### src/rtl/ssp_rx.sv
`default_nettype none
// ============================================================================
// Module   : ssp_rx
// Purpose  : Receive half of the Synchronous Serial Port. Oversamples the
//            serial receive clock in the PCLK domain, deserialises MSB-first
//            frames announced by frame-sync, and queues the words in a small
//            FIFO that the host drains with bus read accesses.
// Ports    : PCLK        - the only clock, rising edge
//            CLEAR       - synchronous active-high reset
//            PSEL/PWRITE - read access when PSEL=1 and PWRITE=0
//            SSPCLKIN    - serial clock, sampled as data (period 2 x PCLK)
//            SSPFSSIN    - frame sync, sampled on SSPCLKIN rising edges
//            SSPRXD      - serial data, MSB first
//            PRDATA      - last word popped from the FIFO
//            SSPRXINTR   - FIFO full
//            SSPRXEMPTY  - FIFO empty
// Revision : 1.0 - initial release
// ============================================================================
module ssp_rx #(
    parameter int WIDTH = 8,
    parameter int DEPTH = 4
) (
    input  logic             PCLK,
    input  logic             CLEAR,
    input  logic             PSEL,
    input  logic             PWRITE,
    input  logic             SSPCLKIN,
    input  logic             SSPFSSIN,
    input  logic             SSPRXD,
    output logic [WIDTH-1:0] PRDATA,
    output logic             SSPRXINTR,
    output logic             SSPRXEMPTY
);

    localparam int c_ADDR_W = $clog2(DEPTH);
    localparam int c_CNT_W  = $clog2(WIDTH);
    localparam logic [c_CNT_W-1:0]  c_LAST_BIT   = c_CNT_W'(WIDTH - 1);
    localparam logic [c_ADDR_W:0]   c_FULL_COUNT = (c_ADDR_W + 1)'(DEPTH);

    typedef enum logic [0:0] {
        ST_IDLE  = 1'b0,
        ST_SHIFT = 1'b1
    } state_t;

    // ------------------------------------------------------------------
    // Serial clock edge detect and receive FSM
    // ------------------------------------------------------------------
    state_t              r_state;
    logic [c_CNT_W-1:0]  r_cnt;
    logic [WIDTH-1:0]    r_sr;
    logic                r_clk_q;

    logic                w_rise;
    logic [WIDTH-1:0]    w_word;
    logic                w_push;

    assign w_rise = SSPCLKIN & ~r_clk_q;
    // Word as it will look once the current bit is shifted in; on the last
    // bit this is the completed frame, pushed straight into the FIFO.
    assign w_word = {r_sr[WIDTH-2:0], SSPRXD};
    assign w_push = w_rise && (r_state == ST_SHIFT) && (r_cnt == c_LAST_BIT);

    always_ff @(posedge PCLK) begin
        if (CLEAR) begin
            r_state <= ST_IDLE;
            r_cnt   <= '0;
            r_sr    <= '0;
            r_clk_q <= 1'b0;
        end else begin
            r_clk_q <= SSPCLKIN;
            if (w_rise) begin
                case (r_state)
                    ST_IDLE: begin
                        // Sync edge carries no data bit.
                        if (SSPFSSIN) begin
                            r_state <= ST_SHIFT;
                            r_cnt   <= '0;
                        end
                    end
                    ST_SHIFT: begin
                        r_sr <= w_word;
                        if (r_cnt == c_LAST_BIT) begin
                            r_cnt <= '0;
                            // Sync on the last bit starts the next frame
                            // immediately; sync on any other bit is ignored.
                            r_state <= SSPFSSIN ? ST_SHIFT : ST_IDLE;
                        end else begin
                            r_cnt <= r_cnt + 1'b1;
                        end
                    end
                    default: r_state <= ST_IDLE;
                endcase
            end
        end
    end

    // ------------------------------------------------------------------
    // Receive FIFO
    // ------------------------------------------------------------------
    logic [WIDTH-1:0]    r_mem [DEPTH];
    logic [c_ADDR_W-1:0] r_rp;
    logic [c_ADDR_W-1:0] r_wp;
    logic [c_ADDR_W:0]   r_count;
    logic [WIDTH-1:0]    r_prdata;

    logic                w_full;
    logic                w_empty;
    logic                w_pop;
    logic                w_wr;

    assign w_full  = (r_count == c_FULL_COUNT);
    assign w_empty = (r_count == '0);
    assign w_pop   = PSEL && !PWRITE && !w_empty;
    // A push into a full FIFO only lands if a pop frees a slot this cycle.
    assign w_wr    = w_push && (!w_full || w_pop);

    // Storage has no reset; its contents are irrelevant while count is 0.
    always_ff @(posedge PCLK) begin
        if (!CLEAR && w_wr) begin
            r_mem[r_wp] <= w_word;
        end
    end

    always_ff @(posedge PCLK) begin
        if (CLEAR) begin
            r_rp     <= '0;
            r_wp     <= '0;
            r_count  <= '0;
            r_prdata <= '0;
        end else begin
            if (w_wr) begin
                r_wp <= r_wp + 1'b1;
            end
            if (w_pop) begin
                // When full, rp==wp: the read sees the old word while the
                // simultaneous push overwrites that slot.
                r_prdata <= r_mem[r_rp];
                r_rp     <= r_rp + 1'b1;
            end
            case ({w_wr, w_pop})
                2'b10:   r_count <= r_count + 1'b1;
                2'b01:   r_count <= r_count - 1'b1;
                default: r_count <= r_count;
            endcase
        end
    end

    assign PRDATA     = r_prdata;
    assign SSPRXINTR  = w_full;
    assign SSPRXEMPTY = w_empty;

endmodule
`default_nettype wire

### config.mk
export PLATFORM = sky130hd
export DESIGN_NAME = ssp_rx
export DESIGN_NICKNAME = d
export VERILOG_FILES = /design/src/rtl/ssp_rx.sv
export SDC_FILE = /design/constraint.sdc
export NUM_CORES = 1
export LEC_CHECK = 0
export CAP_MARGIN = 20
export CORE_UTILIZATION = 27
export CTS_BUF_LIST = sky130_fd_sc_hd__clkbuf_8
export DETAILED_ROUTE_END_ITERATION = 10
export PLACE_DENSITY = 0.42
export SYNTH_ARGS = -nofsm -noshare
export SYNTH_HDL_FRONTEND = slang
export SYNTH_SLANG_ARGS = --single-unit
### constraint.sdc
create_clock -name PCLK -period 2.4 [get_ports PCLK]
set_clock_uncertainty 0.05 [all_clocks]
set_input_delay 0.48 -clock PCLK [delete_from_list [all_inputs] [get_ports PCLK]]
set_output_delay 0.48 -clock PCLK [all_outputs]
set_load 0.02 [all_outputs]
==> results.json <==
{
  "n_antenna_cell": 0,
  "finalSetupViolations": 0,
  "reg2reg_setup_slack_ns": 0.14,
  "die_width_um": 95.8,
  "ys_ff_latch": 59,
  "post_drt_wl_per_cell_um": 13.4,
  "clock_latency_at_the_later_pin_of_the_worst_skew_pair_ns": 0.33,
  "cts_tree": "yes",
  "post-route-period-util": 0.962,
  "antenna_violating_nets_post_route": 0,
  "cts_hold_buffers": 0,
  "total_leakage_power_nw": 1.02,
  "timing.critical_path.cells": "or3_1 > inv_2 > clkdlybuf4s50_1",
  "critPathBufInv": 2,
  "root_buffer": "clkbuf_8",
  "ys.flop_type": "edfxtp_1",
  "dpl.hpwl_um": 3020,
  "die_y_um": 95.8,
  "synth_top_cell_by_area": "edfxtp_1",
  "synth_cell_types": 34,
  "globalRoute.busiestLayer": "met2",
  "pwr_density_cell_nw_per_um2": 648,
  "layout.filler_cells": 839,
  "first_global_vias": 1455,
  "yosysSeqAreaShare": 0.632,
  "syn_warnings": 0,
  "die_area_um2": 9180,
  "drt_iter0_markers": 46,
  "timing.final.max_slew_violations": 0,
  "fp-row-count": 33,
  "synth_most_common_cell": "nand2_1",
  "numClockSinks": 59,
  "timing.hold.ws_ns": 0.403,
  "worstPathMaxFanout": 5,
  "synth_cells": 191,
  "tritoncts.num_buffers": 9,
  "gp_congestion": 0.700,
  "outcome": "finished clean",
  "floorplan.initialDensity": 0.284,
  "track_usage": 0.115,
  "timing_worst_setup_path_type": "reg2out",
  "asyncSetResetFlopFracSynth": 0,
  "grt_use_met1": 0.134,
  "antenna_found_initial": 0,
  "multi_input_area_um2": 820,
  "nNetsFinal": 240,
  "drcViolationCount": 0,
  "wl_um": 4490,
  "cp.required_ns": 1.87,
  "detailedRoute.firstPassIterationCount": 5,
  "synth_area_um2": 2380,
  "timing.fmax_mhz": 433,
  "clk_path_buf_depth": 2,
  "synth.top_cells.by_area": "edfxtp_1, dfxtp_1, mux4_2",
  "first_pass_grt_wire_length_um": 7350,
  "yosys-top-cells-count": "nand2_1, edfxtp_1, dfxtp_1",
  "critical_path.startpoint_type": "flop",
  "core_region_area_um2": 8380,
  "finalCoreUtilization": 0.356,
  "setup_total_negative_slack_ns": 0,
  "timing_worst_slew_pin_value_ns": 0.471,
  "hold_class": "reg2reg",
  "io_buffer_count": 16,
  "post-synth-top-area-fraction": 0.404,
  "cpMaxStageDelayCell": "clkdlybuf4s50_1",
  "timing.critical_path.to_type": "output port",
  "layout-drive-gt1-share": 0.165,
  "final.min_clock_period_ns": 2.31,
  "floorplan.io_pins": 17,
  "worstPathArrival_ns": 1.78,
  "cts.clk_slew.worst_paths_ns": 0.06,
  "synthesis.nets": 205,
  "synth_enable_flop_cells": 32,
  "grt_util_met3": 0.0308,
  "grt_overflow_total": 0,
  "grt_start_max_net_pins": 29,
  "slowest_delay_ns": 0.60,
  "ff_latch_area_um2": 1500,
  "postSynthAreaPerCell_um2": 12.4,
  "globalRouteMet2Util": 0.186,
  "cts_max_level": 3,
  "vias_per_cell": 4.44,
  "maxSlewHeadroom": 0.686,
  "drv_cap": 0,
  "cpLargestDelayFamily": "buffers and inverters",
  "hold_viol": 0,
  "vias": 1493,
  "highest_ir_drop_seen_on_vdd_mv": 0.206,
  "areaGrowthSynthToFinish_pct": 25.6
}
-- cells by family after synthesis --
kind of cell	after synthesis	synth area share
simple gates	70	0.137
xor+xnor	5	0.0184
flops	59	0.632
compound gates	28	0.0690
mux	9	0.0800
fa+ha+maj	7	0.0400
buf+inv	13	0.0237
-- state kept, by name, summed over array words and instances (netlist names) --
name,count
r_sr,7
r_cnt,3
r_count,3
PRDATA,8
r_clk_q,1
r_state,1
r_rp,2
r_mem,32
r_wp,2
-- power by group --
group / internal [W] / switching, W
clock: 0.000464 / 0.000370
sequential: 0.00106 / 0.00000293
combinational: 0.0000180 / 0.0000224
total: 0.00154 / 0.000395
-- worst paths after layout --
check	start	endpoint	cells after the start
worst min register to register	PRDATA[7]	PRDATA[7]	2
worst max register to register	r_cnt[0]	r_count[2]	8
worst max-delay path	r_count[0]	SSPRXEMPTY	3
worst min-delay path	PRDATA[7]	PRDATA[7]	2
-- layout by cell type (no fill, tap or decap), types with 3 or more instances in the layout --
master and n:
a21oi_1 18, a22oi_1 3, and2_1 5, buf_12 4, buf_4 12, clkbuf_8 9, clkdlybuf4s50_1 16, clkinv_1 3
dfxtp_1 27, edfxtp_1 32, ha_1 6, inv_1 5, mux4_2 8, nand2_1 35, nand3_1 3, nor2_1 13
nor2b_1 4, or3_1 3, xnor2_1 4
-- per-stage QoR --
| step | area, um2 | instances | setup WS (ns) | power (W) |
|---|---|---|---|---|
| 2_1_floorplan | 2380 | 191 | 0.0383 | 0.00110 |
| 3_3_place_gp | 2790 | 319 | -0.0907 | 0.00112 |
| 3_5_place_dp | 2790 | 319 | -0.125 | 0.00112 |
| 4_1_cts | 2980 | 335 | 0.0609 | 0.00196 |
| 5_1_grt | 2990 | 336 | -0.00620 | 0.00201 |
| 6_report | 2990 | 336 | 0.0905 | 0.00194 |
-- layer usage --
metal | share of wire | wire (um)
met1 | 0.46 | 2070
met2 | 0.49 | 2180
met3 | 0.032 | 144
met4 | 0.021 | 95
met5 | 0 | 0
-- worst register-to-register path, cell delays in order, from the launching register on --
cell,delay (ns)
dfxtp_1,0.33
ha_1,0.20
ha_1,0.22
nand4b_1,0.16
nand2_1,0.09
fa_1,0.39
or3_1,0.40
a32oi_1,0.21
a21oi_1,0.09
-- area by class of cell --
type,instances,area share
Clock buffer,9,0.0415
Clock inverter,7,0.0201
Inverter,5,0.00629
Multi-Input combinational cell,119,0.275
Sequential cell,59,0.503
Timing Repair Buffer,32,0.111
Tap cell,105,0.0440
-- repair_timing --
| action | in CTS | in global routing |
|---|---|---|
| endpoints found under the hold margin | 0 | 0 |
| setup buffers | 0 | 1 |
| setup endpoints to repair | 0 | 14 |
| resized for setup | 0 | 0 |
Note: power is estimated with default switching activity, not from simulation.
